$ cat src/rtl/awg_ctrl.sv
// rtl/awg_ctrl.sv - front-panel key debounce, auto-repeat and waveform parameter editor
// Produces the {run, mode, wave}, frequency, amplitude and phase words consumed by sig_gen.

module awg_key #(
    parameter int DEBOUNCE_CYC = 50000,
    parameter int HOLD_CYC     = 500000,
    parameter int REPEAT_CYC   = 100000,
    parameter bit REPEAT_EN    = 1'b0
) (
    input  logic clk,
    input  logic rst_n,
    input  logic key_i,
    output logic ev_o
);
    localparam int DBW = (DEBOUNCE_CYC > 1) ? $clog2(DEBOUNCE_CYC) : 1;
    localparam int HW  = (HOLD_CYC > 1) ? $clog2(HOLD_CYC) : 1;
    localparam logic [DBW-1:0] DB_LAST  = DBW'(DEBOUNCE_CYC - 1);
    localparam logic [HW-1:0]  H_LAST   = HW'(HOLD_CYC - 1);
    localparam logic [HW-1:0]  H_RELOAD = HW'(HOLD_CYC - REPEAT_CYC);

    logic           s1_q, s2_q, db_q, armed_q, held_q, press_q, rep_q;
    logic [DBW-1:0] cnt_q;
    logic [HW-1:0]  hold_q;
    logic           stable, accept_press;

    // cnt_q counts cycles since the synced level last changed, saturating once stable.
    assign stable       = (cnt_q == DB_LAST);
    assign accept_press = stable && !s2_q && db_q && armed_q;
    assign ev_o         = press_q | rep_q;

    always_ff @(posedge clk or negedge rst_n) begin
        if (!rst_n) begin
            s1_q    <= 1'b1;
            s2_q    <= 1'b1;
            db_q    <= 1'b1;
            armed_q <= 1'b0;
            held_q  <= 1'b0;
            press_q <= 1'b0;
            rep_q   <= 1'b0;
            cnt_q   <= '0;
            hold_q  <= '0;
        end else begin
            s1_q <= key_i;
            s2_q <= s1_q;
            if (s1_q != s2_q) begin
                cnt_q <= '0;
            end else if (!stable) begin
                cnt_q <= cnt_q + DBW'(1);
            end
            press_q <= accept_press;
            rep_q   <= 1'b0;
            // A key held through reset must be seen released before it can press.
            if (stable) begin
                db_q <= s2_q;
                if (s2_q) begin
                    armed_q <= 1'b1;
                end
            end
            if (stable && s2_q) begin
                held_q <= 1'b0;
            end else if (accept_press) begin
                held_q <= 1'b1;
            end
            if (!held_q || !REPEAT_EN) begin
                hold_q <= '0;
            end else if (hold_q == H_LAST) begin
                hold_q <= H_RELOAD;
                rep_q  <= 1'b1;
            end else begin
                hold_q <= hold_q + HW'(1);
            end
        end
    end
endmodule

module awg_ctrl #(
    parameter int DEBOUNCE_CYC = 50000,
    parameter int HOLD_CYC     = 500000,
    parameter int REPEAT_CYC   = 100000,
    parameter int FREQ_INIT    = 100,
    parameter int FREQ_MAX     = 4000,
    parameter int FREQ_STEP    = 10,
    parameter int PHASE_STEP   = 8
) (
    input  logic        clk,
    input  logic        rst_n,
    input  logic        key_mode,
    input  logic        key_up,
    input  logic        key_down,
    input  logic        key_run,
    output logic [4:0]  state,
    output logic [11:0] state_freq,
    output logic [2:0]  state_amp,
    output logic [7:0]  state_phase,
    output logic        param_upd
);
    typedef enum logic [1:0] {
        MODE_FREQ  = 2'b00,
        MODE_AMP   = 2'b01,
        MODE_PHASE = 2'b10,
        MODE_WAVE  = 2'b11
    } mode_e;

    logic ev_mode, ev_up, ev_down, ev_run, inc, dec;

    awg_key #(.DEBOUNCE_CYC(DEBOUNCE_CYC), .HOLD_CYC(HOLD_CYC), .REPEAT_CYC(REPEAT_CYC), .REPEAT_EN(1'b0))
        u_key_mode (.clk(clk), .rst_n(rst_n), .key_i(key_mode), .ev_o(ev_mode));
    awg_key #(.DEBOUNCE_CYC(DEBOUNCE_CYC), .HOLD_CYC(HOLD_CYC), .REPEAT_CYC(REPEAT_CYC), .REPEAT_EN(1'b1))
        u_key_up   (.clk(clk), .rst_n(rst_n), .key_i(key_up), .ev_o(ev_up));
    awg_key #(.DEBOUNCE_CYC(DEBOUNCE_CYC), .HOLD_CYC(HOLD_CYC), .REPEAT_CYC(REPEAT_CYC), .REPEAT_EN(1'b1))
        u_key_down (.clk(clk), .rst_n(rst_n), .key_i(key_down), .ev_o(ev_down));
    awg_key #(.DEBOUNCE_CYC(DEBOUNCE_CYC), .HOLD_CYC(HOLD_CYC), .REPEAT_CYC(REPEAT_CYC), .REPEAT_EN(1'b0))
        u_key_run  (.clk(clk), .rst_n(rst_n), .key_i(key_run), .ev_o(ev_run));

    logic        run_q, run_d, upd_q, upd_d;
    mode_e       mode_q, mode_d;
    logic [1:0]  wave_q, wave_d;
    logic [11:0] freq_q, freq_d;
    logic [2:0]  amp_q, amp_d;
    logic [7:0]  phase_q, phase_d;
    logic [12:0] freq_up, freq_dn;

    // A mode press or an up+down collision swallows the edit.
    assign inc     = ev_up & ~ev_down & ~ev_mode;
    assign dec     = ev_down & ~ev_up & ~ev_mode;
    assign freq_up = {1'b0, freq_q} + 13'(FREQ_STEP);
    assign freq_dn = {1'b0, freq_q} - 13'(FREQ_STEP);

    always_comb begin
        run_d   = run_q;
        mode_d  = mode_q;
        wave_d  = wave_q;
        freq_d  = freq_q;
        amp_d   = amp_q;
        phase_d = phase_q;
        if (ev_run) begin
            run_d = ~run_q;
        end
        if (ev_mode) begin
            mode_d = mode_e'(mode_q + 2'd1);
        end
        case (mode_q)
            MODE_FREQ: begin
                if (inc) begin
                    freq_d = (freq_up > 13'(FREQ_MAX)) ? 12'(FREQ_MAX) : freq_up[11:0];
                end else if (dec) begin
                    freq_d = (freq_dn[12] || freq_dn == 13'd0) ? 12'd1 : freq_dn[11:0];
                end
            end
            MODE_AMP: begin
                if (inc && amp_q != 3'd7) begin
                    amp_d = amp_q + 3'd1;
                end else if (dec && amp_q != 3'd0) begin
                    amp_d = amp_q - 3'd1;
                end
            end
            MODE_PHASE: begin
                if (inc) begin
                    phase_d = phase_q + 8'(PHASE_STEP);
                end else if (dec) begin
                    phase_d = phase_q - 8'(PHASE_STEP);
                end
            end
            default: begin
                if (inc) begin
                    wave_d = wave_q + 2'd1;
                end else if (dec) begin
                    wave_d = wave_q - 2'd1;
                end
            end
        endcase
        upd_d = (run_d != run_q) || (mode_d != mode_q) || (wave_d != wave_q) ||
                (freq_d != freq_q) || (amp_d != amp_q) || (phase_d != phase_q);
    end

    always_ff @(posedge clk or negedge rst_n) begin
        if (!rst_n) begin
            run_q   <= 1'b1;
            mode_q  <= MODE_FREQ;
            wave_q  <= 2'd0;
            freq_q  <= 12'(FREQ_INIT);
            amp_q   <= 3'd4;
            phase_q <= 8'd0;
            upd_q   <= 1'b0;
        end else begin
            run_q   <= run_d;
            mode_q  <= mode_d;
            wave_q  <= wave_d;
            freq_q  <= freq_d;
            amp_q   <= amp_d;
            phase_q <= phase_d;
            upd_q   <= upd_d;
        end
    end

    assign state       = {run_q, mode_q, wave_q};
    assign state_freq  = freq_q;
    assign state_amp   = amp_q;
    assign state_phase = phase_q;
    assign param_upd   = upd_q;
endmodule

$ cat config.mk
export PLATFORM = sky130hd
export DESIGN_NAME = awg_ctrl
export DESIGN_NICKNAME = d
export VERILOG_FILES = /design/src/rtl/awg_ctrl.sv
export SDC_FILE = /design/constraint.sdc
export NUM_CORES = 1
export LEC_CHECK = 0
export CAP_MARGIN = 25
export CORE_MARGIN = 1.5
export CORE_UTILIZATION = 60
export CTS_BUF_LIST = sky130_fd_sc_hd__clkbuf_8 sky130_fd_sc_hd__clkbuf_16
export CTS_CLUSTER_DIAMETER = 200
export DETAILED_ROUTE_END_ITERATION = 12
export HOLD_SLACK_MARGIN = 0.06
export PLACE_DENSITY = 0.82
export SLEW_MARGIN = 30
export SYNTH_ARGS = -nofsm -noshare
export SYNTH_HDL_FRONTEND = slang
export SYNTH_SLANG_ARGS = --single-unit
$ cat constraint.sdc
create_clock -name clk -period 4.4 [get_ports clk]
set_input_delay 0.88 -clock clk [delete_from_list [all_inputs] [get_ports clk]]
set_output_delay 0.88 -clock clk [all_outputs]
set_load 0.02 [all_outputs]
== Word-level counts from Yosys, hierarchy flattened ==
Cells that the tools add are included.
Operators by class
  multiplexer cells: 36
  $lt $le $gt $ge: 1
  reduce and logical (&&, ||, !) cells: 36
  equality and inequality tests: 23
  bitwise operators: 10
  add/subtract/negate cells: 15
Operator list (number)
  two-way mux 16 bit: 8
  two-way mux 19 bit: 4
  adder 16 x 1 -> 16 bit (second input constant): 4
  equality test 16 bit (second input constant): 4
  two-way mux 12 bit: 5
  adder 19 x 1 -> 19 bit (second input constant): 2
  equality test 19 bit (second input constant): 2
  two-way mux 8 bit: 3
  logical AND 1 bit: 16
  adder 12 x 4 -> 13 bit (second input constant): 1
  > comparator 13 x 12 -> 1 bit (second input constant): 1
  zero test 13 bit: 1
  subtractor 12 x 4 -> 13 bit (second input constant): 1
  != test 12 bit: 1
  two-way mux 1 bit: 9
  two-way mux 3 bit: 3
  adder 8 x 4 -> 8 bit (second input constant): 1
  two-way mux 2 bit: 4
  != test 2 bit (second input constant): 4
  != test 8 bit: 1
  AND reduction 2 bit: 4
  subtractor 8 x 4 -> 8 bit (second input constant): 1
  logical OR 1 bit: 6
  != test 1 bit: 5
  other kinds (17): 30
Storage, ports and cells
  register bits after elaboration: 155
  logic and storage cells: 158

== Longest topological paths before layout ==
Gate-level depths: netlist (run 1).
  word-level depth: 12
  gate-level depth with buffers: 13
  depth with buffers taken out: 11

== Cells and area by module ==
From an unflattened synthesis (run 1), not the netlist that was laid out.
Second synthesis, totals
  cells, all modules: 920
  area, all modules: 8703.3 um^2
By module, submodules not included
  awg_key at u_key_down ...: area an instance 2053.2 um^2, cells each 196, seq. area each 1054.8 um^2, times used 2
  awg_ctrl: area an instance 2449.8 um^2, cells each 322, seq. area each 656.9 um^2, times used 1
  awg_key at u_key_mode ...: area an instance 1073.5 um^2, cells each 103, seq. area each 529.3 um^2, times used 2

== Worst setup path before layout (run 1) ==
No wires, ideal clock.
  kind: reg2reg
  start: register freq_q[2] (netlist: state_freq[2])
  end: register upd_q (netlist: param_upd)
  cell stages (with the launch flop): 12
  slack: 1196 ps
  library setup time: 136 ps
  data arrival time: 3069 ps
  data required time: 4264 ps
  path through: dfstp_2 -> clkbuf_1 -> inv_1 -> ha_1 -> or3_1 -> a2111oi_2 -> a211oi_1 -> and3_1 -> a2111oi_0 -> a311oi_1 -> a211oi_1 -> o221ai_2
On the way
  longest elaborated chain between the ends: 11
  elaborated cells on any way between the ends: 14
  those cells by class: add/sub (2); order compare (1); eq/ne (1); mux (5); reduce/logical (5)
Ends and longest elaborated chain
  from (decl): RTL line 118  | logic [11:0] freq_q, freq_d;
  from (signal assigned): RTL line 181  | freq_q <= 12'(FREQ_INIT);
  from (signal assigned): RTL line 189  | freq_q <= freq_d;
  branches (longest 7 deep; another with adder 12 x 4 -> 13 bit)
  != test 12 bit (*): RTL line 173  | (freq_d != freq_q) || (amp_d != amp_q) || (phase_d != phase_q);
  logical OR 1 bit (*): RTL line 172  | upd_d = (run_d != run_q) || (mode_d != mode_q) || (wave_d != wave_q) ||
  logical OR 1 bit (*) (2 in series): RTL line 173
  net upd_d: RTL line 115  | logic run_q, run_d, upd_q, upd_d;
  to (signal assigned): RTL line 192  | upd_q <= upd_d;
  to (decl): RTL line 115
Mark *: on every way through the listed nets, which the timed path passes.
A chain may end at the register's enable or synchronous reset.

== Worst setup path in the final report (run 1) ==
  start: register freq_q[4] (netlist: state_freq[4])
  end: register upd_q (netlist: param_upd)
The elaborated chain is that of the path after synthesis.

==> results of run 1 <==
-- final cells by class --
type                       instances  area, µm²
sequential                       152       3825
timing repair buffer              40      381.6
clock buffer                      19      452.9
clock inverter                    13      151.4
inverter                          26      97.59
tap                              176      220.2
multi-input combinational        694       4208
fill                            1024       4011
-- worst max-delay path, delay by kind of cell (launching register included) --
family	cells	cell delay, ns
AOI/OAI and AO/OA	4	0.77
DFF	1	0.76
and+or+nand+nor	5	1.81
-- per-stage QoR --
step                      power (mW)  utilization (%)  hold WS (ns)  setup WS (ns)
after CTS                      3.047            69.89        0.3882          1.012
after floorplan                1.520                -        0.3599          1.196
after global placement         1.562            65.14        0.3601          1.124
after detailed placement       1.568            65.36        0.3785          1.009
final                          3.021            69.95        0.3869         0.9329
after global routing           3.112            69.95        0.3913         0.7433
-- cells by family after synthesis --
logic type               count (synthesis)
multiplexers                             7
flip-flops                             152
adder cells (fa/ha/maj)                 18
AND/OR/NAND/NOR                        410
buffers and inverters                   61
other                                    1
XOR/XNOR                                91
AO/OA/AOI/OAI                          165
-- state kept, by name, indices dropped and copies added (netlist names), 2 cells and up --
signal / count
state_phase: 5
u_key_mode.cnt_q: 16
u_key_up.hold_q: 19
u_key_down.hold_q: 19
u_key_run.cnt_q: 16
u_key_up.cnt_q: 16
wave_q: 2
state_amp: 3
state_freq: 12
u_key_down.cnt_q: 16
mode_q: 2
-- routing by layer --
| layer | GRT usage, % | vias up |
|---|---|---|
| met5 | 0 | - |
| met4 | 9.673 | 0 |
| met3 | 4.198 | 27 |
| met2 | 43.14 | 263 |
| met1 | 36.76 | 3237 |
| li1 | - | 3240 |
-- synth_stat cells (6+ instances only) --
cell and n:
nand4_1 30, nor4b_1 10, dfstp_2 17, nor3_1 27, a21o_1 8, nand2b_1 7, nor2_1 115, xnor2_1 29
o21ai_0 44, a211oi_1 7, ha_1 18, and2_1 8, nand2_1 95, o31ai_1 6, nor4_1 8, clkbuf_1 24
nand3_1 42, and3_1 22, a21oi_1 58, inv_1 23, or3_1 23, dfrtp_1 135, xor2_1 62
-- worst max-delay path by stage --
| stage | from | to | slack (ns) | cells past startpoint |
|---|---|---|---|---|
| final | state_freq[4] | param_upd | 0.93 | 9 |
| after global routing | state_freq[4] | param_upd | 0.74 | 9 |
| after CTS | state_freq[4] | param_upd | 1.01 | 9 |
| after global placement | state_freq[4] | param_upd | 1.12 | 9 |
| after floorplan | state_freq[2] | param_upd | 1.20 | 11 |
| after detailed placement | state_freq[4] | param_upd | 1.01 | 9 |
-- cell usage in the layout, fill, tap and decap left out, drive strengths merged, types with 4 or more instances in the layout --
| cell | Yosys | final |
|---|---|---|
| xor2 | 62 | 62 |
| or4 | 5 | 5 |
| clkdlybuf4s50 | 0 | 30 |
| a21oi | 59 | 59 |
| clkbuf | 24 | 20 |
| xnor2 | 29 | 29 |
| and3 | 22 | 22 |
| buf | 11 | 9 |
| nor2b | 5 | 5 |
| nand2 | 95 | 95 |
| a21o | 8 | 8 |
| dfstp | 17 | 17 |
| clkinv | 3 | 9 |
| and2 | 9 | 9 |
| or2 | 5 | 5 |
| o21ai | 44 | 44 |
| mux2 | 4 | 4 |
| nor3 | 27 | 27 |
| o2111ai | 4 | 4 |
| a31oi | 4 | 4 |
| o31ai | 7 | 7 |
| nor4 | 9 | 9 |
| nor4b | 10 | 10 |
| nor2 | 115 | 115 |
| or3 | 23 | 23 |
| nand4 | 30 | 30 |
| a211oi | 7 | 7 |
| nand3 | 42 | 42 |
| ha | 18 | 18 |
| dfrtp | 135 | 135 |
| nand2b | 7 | 7 |
| inv | 23 | 25 |
-- power groups by stage --
| stage | clock [mW] | sequential (mW) | combinational [mW] |
|---|---|---|---|
| finish | 1.48 | 1.45 | 0.0969 |
| global placement | 0 | 1.47 | 0.0936 |
| floorplan | 0 | 1.47 | 0.0548 |
| global route | 1.55 | 1.45 | 0.112 |
| CTS | 1.50 | 1.45 | 0.0997 |
| detailed placement | 0 | 1.47 | 0.0973 |
==> impl_metrics.yaml, run 1 <==
power:
  seqPwrFrac_pct: 48.0
  p_sw_mw: 0.6516
  power_density_nw_per_um2: 323.6
  internal_power_mw: 2.369
  leakage_nw: 3.968
  peakVddDrop_uv: 250.3
  p_comb_share_pct: 3.2
  p_clk_share_pct: 48.8
  p_sw_share_pct: 21.57
layout:
  nNetsFinal: 955
  diodes: 0
  final_cell_area_um2: 9336
  instances_no_fill: 1120
  synthToLayoutAreaGrowth_pct: 13.28
  drive_gt1_share_pct: 8.792
logic_synthesis:
  yosys.cell_types.count: 71
  ys.flop_type: "dfrtp_1"
  synth_edf_count: 0
  synth_top_area_share_pct: 40.99
  synth-adder-area-share_pct: 2.733
  synth_area_per_cell_um2: 9.107
  synth_top_family_by_area: "simple AND/OR/NAND/NOR gates"
  synthTopCellsByArea: "dfrtp_1 (41%), xor2_1 (6.6%), dfstp_2 (5.4%)"
  netlist_instances: 905
  netlist_area_um2: 8242
  yosysWarnings: 0
  synthMuxAreaShare_pct: 0.9109
  async_reset_ff_share_pct: 100.0
  synthXorXnorAreaFrac_pct: 9.671
  ys_seq_elements: 152
  yosys.area_share.simple_pct: 24.44
  synth_compound_area_share_pct: 12.66
  synth_top_area_cell: "dfrtp_1"
  ys_seq_area_share_pct: 46.41
cts:
  htreeDepth: 4
  cts_root_buf: "clkbuf_16"
  ctsHoldBuffers: 0
  cts_tree: "done"
  numCtsBuffers: 17
  clkSinkCount: 152
  clk_latency_ns: 0.43
  cts.path.max_buffers: 2
  post_cts_resize_count: 0
  clk_pin_slew_ns: 0.06
  cts_setup_buffers: 0
routing:
  wl_met2_mm: 8.718
  wl_met3_mm: 1.101
  first_pass_iters: 5
  wl_met1_mm: 8.166
  top_layer: "met4"
  drc: 0
  via_per_inst: 6.042
  wirelength_mm: 18.29
  dr.first_iter.drc_count: 600
  vias: 6767
  wire_per_inst_um: 16.33
  ant_nets: 0
critical_path:
  critPathCaptureType: "flip-flop"
  cpPeakStageDelay_ns: 0.76
  cp_max_fo: 20
  slowest_stage: "dfrtp_1"
  r2r-end: "param_upd"
  r2r_slack_ns: 0.93
  rr_startpoint: "state_freq[4]"
  arrival_ns: 3.75
  critical_path.cell_chain: "nand4_1 > nor4_1 > nand2b_1 > o2111a_1 > o2111ai_1 > nor4_1 > nand4_1 > a211oi_1 > o221ai_2"
  cp.required_ns: 4.69
  critPathLaunchType: "flip-flop"
  worstSetupPathType: "reg2reg"
  r2r_cells: 9
sta:
  period_share_pct: 78.80
  fmax_mhz: 288.4
  slew_headroom_pct: 37.66
  tightest_slew_ns: 0.9274
  rsz0062_at_grt: "no"
  skew_ns: 0.01439
  setup_viol: 0
  fin_crit_ns: 3.467
  setup_tns_ns: 0
  hold_viol: 0
  slew_viol_final: 0
grt:
  grt_max_degree: 104
  antenna_found_initial: 0
  first_global_vias: 6414
  grt_util_all_layers_pct: 26.69
  grt_pass1_wl_mm: 30.75
  overflow: 0
floorplan:
  dieArea_um2: 14450
  start_util_pct: 61.75
  num_io_pins: 35
  num_rows: 42
  die_w_um: 120.2
  die_y_um: 120.2
  coreArea_um2: 13350
worst_hold_path:
  hold_class: "reg2reg"
  min_to: "u_key_down.s2_q"
  hp-start: "u_key_down.s1_q"
  worst_hold_path.num_cells: 0
placement:
  post-dp-hpwl_mm: 12.07
  place_area_um2: 8725
  place.gp.congestion: 0.9767
  numPortBuffers: 31
  place_inst: 1088
outcome:
  outcome: "completed"
run:
  cap_violations: 0
Note: power is estimated with default switching activity, not from simulation.
==> run 2, diff against run 1 <==
CORE_UTILIZATION = 55   (was 60)
PLACE_DENSITY = 0.79   (was 0.82)
clock period = 3.1 ns   (was 4.4 ns; I/O delays follow)
==> run 2 against run 1 <==
Count of clock-buffer cells in the layout is 2 higher; first-iteration DRC count increased by 25%; sequential cell count unchanged; critical path depth unchanged; combinational power up 50%; maximum frequency increased by 16%; cell count rose by 4.0%; die area grew 8.9%; sequential share of layout area decreased by 1.2 points; via count up 4.4%; largest cell class unchanged; largest power group is now sequential cells.
==> impl_metrics.yaml, run 2 (synthesis results as in run 1) <==
outcome:
  outcome: "completed"
layout:
  nNetsFinal: 992
  instances_no_fill: 1165
  post-route-util_pct: 65.98
  drive_gt1_share_pct: 12.64
  n_fill_cell: 1131
  final_cell_area_um2: 9625
  final_common_cell: "dfrtp_1"
  diodes: 0
  top_regs: "u_key_down.hold_q: 19 flops, u_key_up.hold_q: 19 flops"
  synthToLayoutAreaGrowth_pct: 16.79
  final_cell_mix: "dfrtp_1 (135), nor2_1 (115), nand2_1 (95)"
cts:
  htreeDepth: 4
  ctsHoldBuffers: 0
  clkSinkCount: 152
  cts_root_buf: "clkbuf_16"
  numCtsBuffers: 17
  clk_latency_ns: 0.43
  cts_tree: "done"
  cts.path.max_buffers: 2
  clk_pin_slew_ns: 0.07
grt:
  use_met3_pct: 6.718
  grt_max_degree: 56
  grt_pass1_wl_mm: 32.59
  met1_usage_pct: 34.08
  grt_util_all_layers_pct: 25.51
  antenna_found_initial: 0
  overflow: 0
  first_global_vias: 6791
  busiest_layer: "met2"
  grt.met2_usage_pct: 39.41
routing:
  vias: 7062
  via_per_inst: 6.062
  dr.first_iter.drc_count: 747
  ant_nets: 0
  first_pass_iters: 5
  wire_per_inst_um: 16.55
  wirelength_mm: 19.28
  drc: 0
power:
  power_density_nw_per_um2: 434.9
  p_total_mw: 4.186
  peakVddDrop_uv: 555.8
  leakage_nw: 4.159
sta:
  fin_crit_ns: 2.997
  skew_ns: 0.009265
  slew_headroom_pct: 53.72
  tightest_slew_ns: 0.6889
  setup_viol: 0
  slew_viol_final: 0
  hold_viol: 0
  setup_tns_ns: 0
  fmax_mhz: 333.7
  period_share_pct: 96.68
floorplan:
  num_rows: 44
  start_util_pct: 56.49
  num_io_pins: 35
  dieArea_um2: 15730
  coreArea_um2: 14590
  die_w_um: 125.4
  die_y_um: 125.4
critical_path:
  slowest_stage: "dfstp_2"
  critPathCaptureType: "flip-flop"
  path_buf_inv: 0
  cpPeakStageDelay_ns: 0.62
  arrival_ns: 3.31
  cp.required_ns: 3.41
  cp_max_fo: 9
  critical_path.cell_chain: "nand4_1 > or3_1 > o32a_1 > a21oi_2 > and3_2 > a21oi_2 > a21o_1 > a211oi_1 > o221ai_2"
  cp_common_cell: "a21oi_2"
  worstSetupPathType: "reg2reg"
  crit_family: "compound AO/OA/AOI/OAI gates"
  critPathLaunchType: "flip-flop"
placement:
  place_area_um2: 8980
  post-dp-hpwl_mm: 13.42
  place.gp.congestion: 0.9872
  numPortBuffers: 31
  place_inst: 1131
run:
  cap_violations: 0
worst_hold_path:
  hold_class: "in2async"
==> run 2: repair_timing <==
item / CTS / global route
endpoints found under the setup margin: 0 / 1
buffers inserted: 0 / 2
resized for setup: 0 / 11
==> run 2: power breakdown <==
| group | internal (mW) | leakage, nW | switching, mW | total [mW] |
|---|---|---|---|---|
| Combinational | 0.0499 | 1.82 | 0.0955 | 0.145 |
| Clock | 1.12 | 0.282 | 0.868 | 1.99 |
| Sequential | 2.02 | 2.05 | 0.0327 | 2.05 |
| Total | 3.19 | 4.16 | 0.996 | 4.19 |
==> run 2: area by class of cell <==
type	instances	area, µm²	share of cell area (%)
Timing Repair Buffer	77	669.4	6.954
Inverter	26	97.59	1.014
Multi-Input combinational cell	694	4237	44.01
Clock buffer	21	480.5	4.992
Clock inverter	11	86.33	0.8969
Tap cell	184	230.2	2.392
Sequential cell	152	3825	39.74
==> run 2: worst paths after layout <==
check                                     from                   end  slack, ns  cells past startpoint
worst min-delay path                     rst_n  u_key_mode.cnt_q[12]       0.13                      1
min in group clk                u_key_run.s1_q        u_key_run.s2_q       0.37                      0
worst max-delay path             state_freq[6]             param_upd       0.10                      9
max in group asynchronous                rst_n         u_key_up.db_q       2.21                      2
worst max register to register   state_freq[6]             param_upd       0.10                      9
worst min register to register  u_key_run.s1_q        u_key_run.s2_q       0.37                      0
==> run 2: worst register-to-register path, stage by stage (launching register included) <==
cell,delay [ns]
dfstp_2,0.62
nand4_1,0.28
or3_1,0.50
o32a_1,0.31
a21oi_2,0.20
and3_2,0.27
a21oi_2,0.08
a21o_1,0.20
a211oi_1,0.28
o221ai_2,0.14
==> run 2: routing by layer <==
| layer | part of all wire [%] | up-vias | routed length (µm) |
|---|---|---|---|
| li1 | - | 3317 | - |
| met1 | 43 | 3384 | 8371 |
| met2 | 46 | 298 | 8883 |
| met3 | 7.3 | 63 | 1402 |
| met4 | 3.2 | 0 | 624 |
| met5 | 0 | - | 0 |
==> run 2: metrics by stage <==
step / hold WS (ns) / setup slack, ns
3_3_place_gp: 0.3625 / 0.09252
6_report: 0.1309 / 0.1031
5_1_grt: 0.1523 / -0.08662
3_5_place_dp: 0.3622 / 0.07903
2_1_floorplan: 0.3244 / 0.01733
4_1_cts: 0.1421 / 0.06739
==> run 3, diff against run 2 <==
CORE_MARGIN = 2   (was 1.5)
==> run 3 against run 2 <==
Global-route usage is 1.0 points lower; sequential cell count stayed put; total power grew 2.5%; routed wire length fell by 1.3%; non-clock buffer count shrank 1; worst setup slack lost 0.0012 ns; cell area about the same; cell count barely moved; register-to-register slack barely moved; first-iteration DRC count is 18% lower; maximum frequency about the same; critical endpoint unchanged; largest cell class unchanged; largest power group is now clock.
==> impl_metrics.yaml, run 3 (synthesis results as in run 1) <==
run:
  cap_violations: 0
layout:
  drive_gt1_share_pct: 11.84
  post-route-util_pct: 65.95
  synthToLayoutAreaGrowth_pct: 16.75
  top_regs: "u_key_down.hold_q: 19 flops, u_key_up.hold_q: 19 flops"
  nNetsFinal: 991
  instances_no_fill: 1164
  final_common_cell: "dfrtp_1"
  final_cell_mix: "dfrtp_1 (135), nor2_1 (115), nand2_1 (95)"
  diodes: 0
critical_path:
  cp_max_fo: 8
  critPathLaunchType: "flip-flop"
  slowest_stage: "dfstp_2"
  arrival_ns: 3.30
  critPathCaptureType: "flip-flop"
  cp.required_ns: 3.40
  crit_start: "state_freq[2]"
  cpPeakStageDelay_ns: 0.60
  cp_common_cell: "a211oi_1"
  worstSetupPathType: "reg2reg"
  rr_startpoint: "state_freq[2]"
  critical_path.cell_chain: "inv_1 > ha_1 > or3_4 > a2111oi_4 > a211oi_1 > and3_4 > a2111oi_2 > a311oi_1 > a211oi_1 > o221ai_2"
sta:
  skew_ns: 0.01045
  hold_viol: 0
  fmax_mhz: 333.5
  setup_viol: 0
  period_share_pct: 96.72
  slew_viol_final: 0
  setup_tns_ns: 0
  holdWs_ns: 0.1588
  fin_crit_ns: 2.998
  slew_headroom_pct: 43.24
  tightest_slew_ns: 0.8449
  setup_slack_ns: 0.1018
grt:
  antenna_found_initial: 0
  use_met3_pct: 5.778
  overflow: 0
  grt_pass1_wl_mm: 32.07
  grt_util_all_layers_pct: 24.47
  first_global_vias: 6746
  busiest_layer: "met2"
  grt.met2_usage_pct: 38.60
  met1_usage_pct: 32.73
  grt_max_degree: 69
routing:
  drc: 0
  wire_per_inst_um: 16.35
  first_pass_iters: 5
  dr.first_iter.drc_count: 614
  via_per_inst: 5.942
  ant_nets: 0
  wirelength_mm: 19.03
  vias: 6917
placement:
  place.gp.congestion: 0.9848
  place_inst: 1131
  numPortBuffers: 31
  place_ws_ns: 0.04332
  post-dp-hpwl_mm: 13.13
worst_hold_path:
  hold_class: "in2async"
outcome:
  outcome: "completed"
power:
  power_density_nw_per_um2: 445.8
  leakage_nw: 4.148
  peakVddDrop_uv: 472.1
floorplan:
  start_util_pct: 56.49
  coreArea_um2: 14590
  die_y_um: 126.4
  dieArea_um2: 15980
  num_rows: 44
  num_io_pins: 35
  die_w_um: 126.4
cts:
  clk_latency_ns: 0.43
  cts_tree: "done"
  clkSinkCount: 152
  cts_root_buf: "clkbuf_16"
  clk_pin_slew_ns: 0.07
  numCtsBuffers: 17
  cts.path.max_buffers: 2
  htreeDepth: 4
run 3: final timing paths:
path                                  endpoint  slack (ns)  cells after the start
setup reg to reg                     param_upd        0.10                     10
min in group clk                 u_key_up.s2_q        0.37                      0
hold reg to reg                  u_key_up.s2_q        0.37                      0
hold / removal             u_key_mode.cnt_q[9]        0.16                      1
setup / recovery                     param_upd        0.10                     10
max in group asynchronous        u_key_up.s2_q        2.14                      2
run 3: layout make-up:
class                   instances  area, µm²
clock buffers                  19      452.9
well taps                     184      230.2
repair buffers                 76      661.9
multi-input cells             694       4209
fillers                      1176       4967
flip-flops and latches        152       3825
inverters                      26      97.59
clock inverters                13      145.1
run 3: critical path: cells and delay by family, from the launching register on:
kind,cells,cell delay [ns]
AO/OA/AOI/OAI,6,1.35
flip-flops,1,0.60
AND/OR/NAND/NOR,2,0.58
adder cells (fa/ha/maj),1,0.28
buffers and inverters,1,0.06
run 3: layer usage:
| layer | vias up | part of all wire [%] |
|---|---|---|
| li1 | 3312 | - |
| met1 | 3306 | 44 |
| met2 | 250 | 47 |
| met3 | 49 | 6.1 |
| met4 | 0 | 2.7 |
| met5 | - | 0 |
run 3: report_power, final:
part / switching, mW / leakage (nW) / total [mW] / internal, mW
clock: 0.854 / 0.291 / 2.09 / 1.24
combinational: 0.0964 / 1.80 / 0.147 / 0.0502
sequential: 0.0328 / 2.05 / 2.05 / 2.02
total: 0.983 / 4.15 / 4.29 / 3.31
run 3: per-stage QoR:
stage	total power, mW	area [µm²]
2_1_floorplan	2.158	8253
3_3_place_gp	2.229	8980
3_5_place_dp	2.236	8980
4_1_cts	4.325	9578
5_1_grt	4.433	9622
6_report	4.290	9622
run 3: timing repair:
item                       CTS  global route
hold endpoints to repair     0             0
setup buffers                0             1
setup endpoints to repair    0             1
resized for setup            0             7
hold buffers                 0             0
